[src/rtl/chimp_board_loader.sv]
// chimp_board_loader: clears the board RAM, then scatters tiles 1..L onto free cells picked by a
// Galois LFSR with linear probing. Define CHIMP_LOADER_STATS_EN to add the oRetries counter.
module chimp_board_loader #(
   parameter int GRID_CELLS = 40
) (
   input  logic        clk,
   input  logic        iReset,
   input  logic        iStart,
   input  logic [4:0]  iLevel,
   input  logic [15:0] iSeed,
   input  logic        iAbort,
   output logic        oBusy,
   output logic        oDone,
   output logic        oWrEn,
   output logic [5:0]  oWrAddr,
   output logic [4:0]  oWrData
`ifdef CHIMP_LOADER_STATS_EN
   ,
   output logic [7:0]  oRetries
`endif
);

   localparam logic [5:0]  LP_GRID      = 6'(GRID_CELLS);
   localparam logic [5:0]  LP_LAST      = 6'(GRID_CELLS - 1);
   localparam logic [15:0] LP_LFSR_INIT = 16'hACE1;
   localparam logic [15:0] LP_TAPS      = 16'hB400;

   typedef enum logic [2:0] {
      S_IDLE,
      S_CLEAR,
      S_PICK,
      S_PROBE,
      S_DONE
   } state_t;

   state_t      r_state;
   state_t      w_next;
   logic [15:0] r_lfsr;
   logic [4:0]  r_level;
   logic [4:0]  r_tile;
   logic [5:0]  r_clrAddr;
   logic [5:0]  r_probe;
   logic [63:0] r_occ;

   logic [15:0] w_lfsrStep;
   logic [15:0] w_seedMix;
   logic [15:0] w_seedLoad;
   logic [5:0]  w_candRaw;
   logic [5:0]  w_cand;
   logic [5:0]  w_target;
   logic [5:0]  w_targetNext;
   logic        w_seek;
   logic        w_hit;
   logic        w_place;
   logic        w_accept;
   logic        w_lastTile;
   logic        w_wrEn;
   logic [5:0]  w_wrAddr;
   logic [4:0]  w_wrData;
   logic        w_done;

   assign w_lfsrStep   = {1'b0, r_lfsr[15:1]} ^ (r_lfsr[0] ? LP_TAPS : 16'h0000);
   assign w_seedMix    = r_lfsr ^ iSeed;
   assign w_seedLoad   = (w_seedMix == 16'h0000) ? LP_LFSR_INIT : w_seedMix;
   assign w_candRaw    = r_lfsr[5:0];
   assign w_cand       = (w_candRaw >= LP_GRID) ? (w_candRaw - LP_GRID) : w_candRaw;
   // PICK looks at the fresh candidate, PROBE at the latched probe pointer; both advance the same way
   assign w_target     = (r_state == S_PROBE) ? r_probe : w_cand;
   assign w_targetNext = (w_target == LP_LAST) ? 6'd0 : (w_target + 6'd1);
   assign w_seek       = (r_state == S_PICK) || (r_state == S_PROBE);
   assign w_hit        = w_seek && r_occ[w_target];
   assign w_place      = w_seek && !r_occ[w_target] && !iAbort;
   assign w_accept     = (r_state == S_IDLE) && iStart && !iAbort;
   assign w_lastTile   = (r_tile == r_level);

   always_comb begin
      w_next   = r_state;
      w_wrEn   = 1'b0;
      w_wrAddr = 6'd0;
      w_wrData = 5'd0;
      w_done   = 1'b0;
      case (r_state)
         S_IDLE: begin
            if (iStart) w_next = S_CLEAR;
         end
         S_CLEAR: begin
            w_wrEn   = 1'b1;
            w_wrAddr = r_clrAddr;
            if (r_clrAddr == LP_LAST) w_next = (r_level == 5'd0) ? S_DONE : S_PICK;
         end
         S_PICK, S_PROBE: begin
            if (!r_occ[w_target]) begin
               w_wrEn   = 1'b1;
               w_wrAddr = w_target;
               w_wrData = r_tile;
               w_next   = w_lastTile ? S_DONE : S_PICK;
            end else begin
               w_next = S_PROBE;
            end
         end
         S_DONE: begin
            w_done = 1'b1;
            w_next = S_IDLE;
         end
         default: w_next = S_IDLE;
      endcase
      // an abort suppresses the strobes of the cycle it arrives in, so nothing more reaches the RAM
      if (iAbort) begin
         w_next   = S_IDLE;
         w_wrEn   = 1'b0;
         w_wrAddr = 6'd0;
         w_wrData = 5'd0;
         w_done   = 1'b0;
      end
   end

   always_ff @(posedge clk or posedge iReset) begin
      if (iReset) begin
         r_state   <= S_IDLE;
         r_lfsr    <= LP_LFSR_INIT;
         r_level   <= 5'd0;
         r_tile    <= 5'd0;
         r_clrAddr <= 6'd0;
         r_probe   <= 6'd0;
         r_occ     <= 64'd0;
      end else begin
         r_state <= w_next;
         r_lfsr  <= w_accept ? w_seedLoad : w_lfsrStep;
         if (w_accept) begin
            r_level   <= iLevel;
            r_clrAddr <= 6'd0;
         end
         if (r_state == S_CLEAR) begin
            r_occ[r_clrAddr] <= 1'b0;
            r_clrAddr        <= r_clrAddr + 6'd1;
            r_tile           <= 5'd1;
         end
         if (w_place) begin
            r_occ[w_target] <= 1'b1;
            if (!w_lastTile) r_tile <= r_tile + 5'd1;
         end
         if (w_hit) r_probe <= w_targetNext;
      end
   end

`ifdef CHIMP_LOADER_STATS_EN
   logic [7:0] r_retries;

   always_ff @(posedge clk or posedge iReset) begin
      if (iReset) begin
         r_retries <= 8'd0;
      end else if (w_accept) begin
         r_retries <= 8'd0;
      end else if (w_hit && !iAbort && (r_retries != 8'hFF)) begin
         r_retries <= r_retries + 8'd1;
      end
   end

   assign oRetries = r_retries;
`endif

   assign oBusy   = (r_state != S_IDLE);
   assign oDone   = w_done;
   assign oWrEn   = w_wrEn;
   assign oWrAddr = w_wrAddr;
   assign oWrData = w_wrData;

endmodule

[config.mk]
export PLATFORM = sky130hd
export DESIGN_NAME = chimp_board_loader
export DESIGN_NICKNAME = d
export VERILOG_FILES = /design/src/rtl/chimp_board_loader.sv
export SDC_FILE = /design/constraint.sdc
export NUM_CORES = 1
export LEC_CHECK = 0
export CAP_MARGIN = 15
export CORE_UTILIZATION = 41
export CTS_CLUSTER_DIAMETER = 30
export CTS_CLUSTER_SIZE = 10
export DETAILED_ROUTE_END_ITERATION = 10
export DONT_BUFFER_PORTS = 1
export PLACE_DENSITY = 0.64
export SYNTH_ARGS = -nofsm -noshare
export SYNTH_HDL_FRONTEND = slang
export SYNTH_SLANG_ARGS = --single-unit
export TNS_END_PERCENT = 100
[constraint.sdc]
create_clock -name clk -period 9.1 [get_ports clk]
set_clock_uncertainty 0.15 [all_clocks]
set_input_delay 1.82 -clock clk [delete_from_list [all_inputs] [get_ports clk]]
set_output_delay 1.82 -clock clk [all_outputs]
set_load 0.005 [all_outputs]
# Yosys cells after proc, flatten, opt, wreduce, memory -nomap -nowiden
# Cells that the tools add are included.
# Widths: inputs -> output; s select.
[word_totals] regBits=105 input_bits=25 out_inout_bits=14
[op_classes] add_sub_neg=4 magnitude_cmp=5 eq_ne=9 muxes=37 n_bitwise=5 n_reduce_logical=17
[op_table] operator="$mux 64" count=2
[op_table] operator="$and 64x64->64" count=1
[op_table] operator="$not 64->64" count=1
[op_table] operator="$or 64x64->64" count=1
[op_table] operator="$mux 16" count=3
[op_table] operator="$mux 6" count=7
[op_table] operator="$mux 5" count=6
[op_table] operator="$mux 3" count=6
[op_table] operator="$logic_not 16->1" count=1
[op_table] operator="$xor 15x16->16" count=1
[op_table] operator="$xor 16x16->16" count=1
[op_table] operator="$lt 6x7->1 const B" count=2
[op_table] operator="$add 6x1->6 const B" count=2
[op_table] operator="$demux 1 s6" count=2
[op_table] operator="$eq 6x6->1 const B" count=2
[op_table] operator="$ge 6x1->1 const B" count=2
[op_table] operator="$pmux 6 s2" count=1
[op_table] operator="$pmux 3 s3" count=1
[op_table] operator="$logic_and 1x1->1" count=7
[op_table] operator="$mux 1" count=7
[op_table] operator="$bmux 1 s6" count=1
[op_table] operator="$eq 3x2->1 const B" count=2
[op_table] operator="$ge 6x6->1 const B" count=1
[op_table] operator="$ne 3x3->1 const B" count=2
[op_table] operator="other kinds (14)" count=15

# Logic depth before layout (Yosys ltp)
# Gate-level depths: netlist of run 1.
[depth] depth_word=9 ltp_mapped=13 mapped_depth_nobuf=11

# Least setup slack after synthesis of run 1
# OpenSTA, ideal clock, no wires.
[synth_path] path_type="reg-to-output" startpoint="register r_probe[0]" endpoint="output oWrAddr[0]" arrival_time_ns=2.783 required_time_ns=7.130 slack_ns=4.347 stages_incl_launch_ff=12 n_path_buf=2 cell_sequence="dfrtp_1 -> clkbuf_2 -> and4b_1 -> a21oi_2 -> mux4_2 -> a211o_1 -> a22oi_1 -> nand4_1 -> nor2_1 -> buf_2 -> nand3_1 -> a21oi_1"
[synth_between] elab_chain_cells=6
[synth_rtl] element="start: declaration" line_no="42" source="logic [5:0] r_probe;"
[synth_rtl] element="start signal: assignment" line_no="142" source="if (w_hit) r_probe <= w_targetNext;"
[synth_rtl] element="$mux 6 *" line_no="68" source="assign w_target = (r_state == S_PROBE) ? r_probe : w_cand;"
[synth_rtl] element="$bmux 1 s6" line_no="92" source="if (!r_occ[w_target]) begin"
[synth_rtl] element="$mux 1 (not written as such)" line_no="92"
[synth_rtl] element="$mux 6 *" line_no="92"
[synth_rtl] element="$pmux 6 s2 *" line_no="82" source="case (r_state)"
[synth_rtl] element="$mux 6 *" line_no="108" source="if (iAbort) begin"
[synth_rtl] element="end: declaration" line_no="15" source="output logic [5:0] oWrAddr,"
# Every way passes the cells marked *; elsewhere a longest branch is shown, timed or not. The select of a mux whose other input is x is not followed.

# Worst setup path after layout of run 1
[layout_path] startpoint="register r_state[2]" endpoint="output oWrAddr[2]"
[layout_between] elab_chain_cells=7 elab_cells_between_ends=10 classes_between="eq/ne (3); mux (6); reduce/logical (1)"
[layout_rtl] element="start: declaration" line_no="36" source="state_t r_state;"
[layout_rtl] element="start signal: assignment" line_no="127" source="r_state <= w_next;"
[layout_rtl] element="$eq 3x2->1" line_no="68, 82"
[layout_rtl] element="$mux 6" line_no="68"
[layout_rtl] element="$bmux 1 s6" line_no="92"
[layout_rtl] element="$mux 1 (not written as such)" line_no="92"
[layout_rtl] element="$mux 6" line_no="92"
[layout_rtl] element="$pmux 6 s2 *" line_no="82"
[layout_rtl] element="$mux 6 *" line_no="108"
# Marked as above.

==> results of run 1 <==
==> worst register-to-register path, delay by kind of cell (launching register included) <==
family | cells | cell delay (ns)
AOI/OAI and AO/OA | 3 | 1.10
DFF | 1 | 0.51
muxes | 2 | 0.89
and+or+nand+nor | 4 | 2.42
==> cell usage after synthesis (all sizes together), types with 3 or more instances <==
| cell | instances | area share [%] |
|---|---|---|
| a2111oi | 3 | 0.42 |
| a211oi | 7 | 0.84 |
| a21o | 6 | 0.72 |
| a21oi | 23 | 1.9 |
| a221oi | 3 | 0.42 |
| a22o | 40 | 5.6 |
| a22oi | 4 | 0.48 |
| a31oi | 7 | 0.70 |
| a32oi | 4 | 0.56 |
| and2 | 6 | 0.60 |
| and3 | 4 | 0.40 |
| buf | 16 | 1.4 |
| clkbuf | 27 | 1.6 |
| dfrtp | 97 | 39 |
| dfstp | 8 | 3.4 |
| ha | 3 | 0.60 |
| inv | 9 | 0.54 |
| mux2 | 12 | 2.2 |
| mux2i | 26 | 4.2 |
| mux4 | 3 | 1.1 |
| nand2 | 100 | 6.0 |
| nand2b | 9 | 0.90 |
| nand3 | 24 | 1.9 |
| nand3b | 3 | 0.56 |
| nand4 | 4 | 0.40 |
| nor2 | 60 | 3.6 |
| nor2b | 12 | 1.2 |
| nor3 | 23 | 2.0 |
| nor3b | 5 | 0.60 |
| nor4 | 5 | 1.2 |
| o21ai | 71 | 5.7 |
| o22ai | 4 | 0.40 |
| o31ai | 5 | 0.82 |
| or2 | 3 | 0.30 |
| or3 | 7 | 0.70 |
| xnor2 | 24 | 3.4 |
| xor2 | 5 | 0.70 |
==> power by group through the flow <==
stage | Combinational (µW) | Clock (µW) | Sequential (µW)
after CTS | 991 | 409 | 804
after detailed placement | 987 | 0 | 812
final | 1010 | 401 | 813
after global routing | 1090 | 423 | 830
after floorplan | 837 | 0 | 681
after global placement | 969 | 0 | 807
==> metal layers <==
metal	vias to the layer above	track usage, %	routed length (µm)
li1	2467	-	-
met2	259	38.8	8660
met1	2688	33.3	8120
met5	-	0	0
met4	0	10.6	609
met3	51	5.52	1500
==> cell families (layout without fill, tap and decap cells) <==
logic type,after synthesis,after routing,synth area share (%)
AOI/OAI and AO/OA,191,191,20.5
xor gates and xnor gates,29,29,4.06
adders and majority gates,3,3,0.599
buffers and inverters,52,32,3.60
DFF,105,105,42.1
muxes,41,41,7.39
and+or+nand+nor,274,274,21.7
==> state kept, by name, summed over array words and instances (netlist names) <==
| name | count |
|---|---|
| r_tile | 5 |
| r_probe | 6 |
| r_level | 5 |
| r_occ | 64 |
| r_clrAddr | 6 |
| r_lfsr | 16 |
| r_state | 3 |
==> worst max path at each step <==
stage                     depth (start not counted)       start         end  slack, ns
after floorplan                                  11  r_probe[0]  oWrAddr[0]       4.35
after global placement                            9  r_state[2]  oWrAddr[0]       2.75
after detailed placement                          9  r_state[2]  oWrAddr[0]       2.61
after CTS                                         9  r_state[2]  oWrAddr[0]       2.23
after global routing                              9  r_state[2]  oWrData[4]       1.92
final                                             9  r_state[2]  oWrAddr[2]       2.11
==> final cells by class <==
cell class | count | area, µm² | share of cell area, %
flip-flops and latches | 105 | 2640 | 39.6
well taps | 184 | 230 | 3.45
repair buffers | 7 | 52.6 | 0.788
inverters | 9 | 36.3 | 0.544
clock inverters | 6 | 75.1 | 1.13
clock buffers | 10 | 229 | 3.44
multi-input cells | 538 | 3400 | 51.1
==> metrics by stage <==
stage / power [µW] / utilization, % / instances
after global placement: 1780 / 43.3 / 843
after CTS: 2200 / 45.3 / 859
final: 2220 / 45.3 / 859
after detailed placement: 1800 / 43.3 / 843
after global routing: 2350 / 45.3 / 859
after floorplan: 1520 / - / 695
==> results.json, run 1 <==
{
  "status": "complete, but fails checks",
  "p_leak_uw": 0.00261,
  "vias": 5465,
  "path_cells": "nand3b_4 -> a21o_1 -> mux4_2 -> mux2_2 -> a22oi_1 -> nand4_1 -> nor2_1 -> a32oi_1 -> nor2_1",
  "crit_buf_inv": 0,
  "ys_seq_area_share_pct": 42.1,
  "antenna_found_initial": 0,
  "n_fill_cell": 1404,
  "cts_tree": "built",
  "min_path_cells": 1,
  "violations": "design-rule violations",
  "crit_type": "reg2out",
  "p_int_uw": 1180,
  "synth_fp_nets": 723,
  "fin_tns_setup_ns": 0,
  "synth.avg_cell_area_um2": 9.01,
  "grt_overflow": 0,
  "track_usage_pct": 24.9,
  "pwr-share-seq_pct": 36.6,
  "fp.dieW_um": 126,
  "hold_violations": 0,
  "clock_latency_ns": 0.36,
  "min_period_ns": 6.99,
  "drv_slew": 0,
  "critPathTopFamily": "simple AND/OR/NAND/NOR gates",
  "cp_common_cell": "nor2_1",
  "ys_ff_latch": 105,
  "path_max_fanout": 36,
  "routedWlPerCell_um": 22.0,
  "drive_gt1_share_pct": 9.04,
  "clockPowerShare_pct": 18.0,
  "cts_resized": 0,
  "setup_viol": 0,
  "htreeDepth": 3,
  "drtIter0Drc": 520,
  "p_comb_share_pct": 45.4,
  "grt_pass1_vias": 5444,
  "holdPathEnd": "r_occ[34]",
  "critPathCaptureType": "output pin",
  "fin_ws_ns": 2.11,
  "fmaxAchievable_mhz": 143,
  "critPathLaunchType": "flop",
  "r2r-end": "r_occ[52]",
  "ios": 39,
  "hold_class": "reg2reg",
  "pre_cts_ws_ns": 2.61,
  "portBuffers": 0,
  "cts_made_buffers": 9,
  "yosys_most_used_dff": "dfrtp_1",
  "first_pass_iters": 10,
  "tightest_slew_ns": 0.886,
  "max_slew_margin_pct": 40.6,
  "place.gp.congestion": 0.969,
  "dieArea_mm2": 0.0158,
  "rr_startpoint": "r_state[2]",
  "power_switching_uw": 1040,
  "die_y_um": 126,
  "powerDensity_mw_per_mm2": 333,
  "async_reset_ff_share_pct": 100,
  "rrSetupSlack_ns": 3.97,
  "slowest_stage": "nor2_1",
  "clk_pin_slew_ns": 0.07,
  "cts_sinks": 105,
  "mostFrequentLayoutCell": "nand2_1",
  "nets": 698,
  "drc_errors": 1,
  "whs_ns": 0.357,
  "fin_area_mm2": 0.00667,
  "final_cell_mix": "99 x nand2_1, 97 x dfrtp_1, 59 x nor2_1",
  "final.period_utilization_pct": 76.8,
  "hold_start": "r_occ[34]",
  "cp_slowest_stage_delay_ns": 0.91,
  "ir_drop_mv": 0.187,
  "rr_worst_depth": 9,
  "rsz0062_at_grt": "false",
  "dp_hpwl_um": 13700,
  "synth-edff-count": 0,
  "postSynthCellCount": 695,
  "grt_pass1_wl_um": 30300,
  "synth_cell_types": 65,
  "maxCapViolCount": 0,
  "antenna_cells": 0,
  "post-cts-setup-buffers": 0,
  "areaGrowthSynthToFinish_pct": 6.43,
  "required_ns": 7.13,
  "p_sw_share_pct": 46.8,
  "num_rows": 44,
  "cts.path.max_buffers": 2,
  "clockRootBuffer": "clkbuf_16",
  "cp_data_arrival_time_ns": 5.02,
  "yosysWarnings": 0,
  "routed_wl_um": 18900,
  "holdBufCountCts": 0,
  "ant_nets": 0,
  "grt_max_degree": 57,
  "core_mm2": 0.0147,
  "synth_area_mm2": 0.00626,
  "placed_cell_area_mm2": 0.00636,
  "initial_core_util_pct": 42.6,
  "vias_per_cell": 6.36
}
No activity file was read; power rests on OpenSTA's default activity.
==> inputs of run 2 (changes only) <==
--- a/config.mk
+++ b/config.mk
@@ -11,7 +11,7 @@
 export CTS_CLUSTER_SIZE = 10
 export DETAILED_ROUTE_END_ITERATION = 10
 export DONT_BUFFER_PORTS = 1
-export PLACE_DENSITY = 0.64
+export PLACE_DENSITY = 0.66
 export SYNTH_ARGS = -nofsm -noshare
 export SYNTH_HDL_FRONTEND = slang
 export SYNTH_SLANG_ARGS = --single-unit
==> constraint.sdc (replaced) <==
create_clock -name clk -period 5.8 [get_ports clk]
set_clock_uncertainty 0.15 [all_clocks]
set_input_delay 1.16 -clock clk [delete_from_list [all_inputs] [get_ports clk]]
set_output_delay 1.16 -clock clk [all_outputs]
set_load 0.005 [all_outputs]
==> run 2 against run 1 <==
Compared with the run above: the run still ends with design-rule violations left; largest power group unchanged; first-iteration DRC count is 36% higher; routed wire length increased by 0.14%; core utilization about the same.
==> results.json, run 2 (synthesized netlist as in run 1, its figures left out) <==
{
  "status": "complete, but fails checks",
  "violations": "design-rule violations",
  "dp_hpwl_um": 13700,
  "vias_per_cell": 6.46,
  "num_rows": 44,
  "track_usage_pct": 25.2,
  "fin_tns_setup_ns": 0,
  "clk_pin_slew_ns": 0.07,
  "cts_sinks": 105,
  "setup_viol": 0,
  "holdBufCountCts": 0,
  "drv_slew": 0,
  "place.gp.congestion": 0.972,
  "cts_tree": "built",
  "final.period_utilization_pct": 92.1,
  "cts_resized": 0,
  "cts.path.max_buffers": 2,
  "die_y_um": 126,
  "antenna_found_initial": 0,
  "pre_cts_ws_ns": 0.900,
  "hold_class": "reg2reg",
  "max_slew_margin_pct": 27.6,
  "grt_overflow": 0,
  "tightest_slew_ns": 1.08,
  "ir_drop_mv": 0.268,
  "drive_gt1_share_pct": 9.45,
  "largest_reg_flops": 64,
  "powerDensity_mw_per_mm2": 523,
  "antenna_cells": 0,
  "routed_wl_um": 18900,
  "areaGrowthSynthToFinish_pct": 6.45,
  "path_max_fanout": 18,
  "cts_made_buffers": 9,
  "core_mm2": 0.0147,
  "grt_max_degree": 54,
  "fin_cells": 861,
  "dieArea_mm2": 0.0158,
  "routedWlPerCell_um": 22.0,
  "grt_pass1_wl_um": 30700,
  "htreeDepth": 3,
  "clockRootBuffer": "clkbuf_16",
  "maxCapViolCount": 0,
  "reg_top3": "r_occ: 64 flops, r_lfsr: 16 flops",
  "critPathCaptureType": "output pin",
  "ios": 39,
  "ant_nets": 0,
  "min_period_ns": 5.34,
  "dp_cells": 845,
  "final_cell_mix": "99 x nand2_1, 97 x dfrtp_1, 59 x nor2_1",
  "grt_pass1_vias": 5548,
  "vias": 5562,
  "crit_type": "reg2out",
  "regMostFlops": "r_occ",
  "post-cts-setup-buffers": 0,
  "whs_ns": 0.354,
  "p_leak_uw": 0.00261,
  "first_pass_iters": 8,
  "fp.dieW_um": 126,
  "rsz0062_at_grt": "false",
  "critPathLaunchType": "flop",
  "fin_ws_ns": 0.456,
  "required_ns": 4.49,
  "cp_data_arrival_time_ns": 4.03,
  "drc_errors": 1,
  "clock_latency_ns": 0.36,
  "drtIter0Drc": 705,
  "portBuffers": 0,
  "fmaxAchievable_mhz": 187,
  "initial_core_util_pct": 42.6,
  "hold_violations": 0,
  "mostFrequentLayoutCell": "nand2_1",
  "nets": 700
}
[run 2: path summary, 6_finish.rpt]
| check | startpoint | endpoint | slack [ns] | cells past startpoint |
|---|---|---|---|---|
| worst min-delay path | r_occ[18] | r_occ[18] | 0.35 | 1 |
| worst max register to register | r_state[1] | r_probe[2] | 1.65 | 12 |
| worst min register to register | r_occ[18] | r_occ[18] | 0.35 | 1 |
| min in group asynchronous | iReset | r_lfsr[8] | 0.61 | 1 |
| worst max-delay path | r_state[1] | oWrData[3] | 0.46 | 11 |
| max in group asynchronous | iReset | r_occ[52] | 3.73 | 2 |
[run 2: worst max-delay path, cell delays in order (launching register included)]
cell	delay (ns)
dfrtp_1	0.59
and4b_1	0.30
a21o_1	0.62
mux4_2	0.60
mux2_2	0.27
a22oi_1	0.15
nand4_1	0.11
buf_4	0.21
nor2_1	0.29
buf_4	0.24
nand2_1	0.09
nor2_1	0.18
[run 2: power breakdown]
group | internal, µW | switching (µW)
Sequential | 948 | 320
Combinational | 592 | 1020
Clock | 318 | 287
Total | 1860 | 1630
[run 2: area by class of cell]
type                            count  area [µm²]
Fill cell                        1386        8030
Multi-Input combinational cell    538        3400
Clock buffer                       11         253
Clock inverter                      5        37.5
Inverter                            9        36.3
Timing Repair Buffer                9        67.6
Tap cell                          184         230
Sequential cell                   105        2640
[run 2: routing by layer]
metal	share of wire [%]	vias up	wire (µm)	global-route usage (%)
met5	0	-	0	0
met4	2.7	0	508	9.40
met3	7.6	56	1430	5.09
met2	48	304	8990	40.1
met1	42	2727	7990	33.8
li1	-	2475	-	-
[run 2: per-stage QoR]
step                area (µm²)  utilization [%]  total power [µW]
detailed placement        6380             43.4              2840
global route              6670             45.4              3690
global placement          6380             43.4              2800
finish                    6670             45.4              3490
CTS                       6670             45.4              3450
floorplan                 6260                -              2380
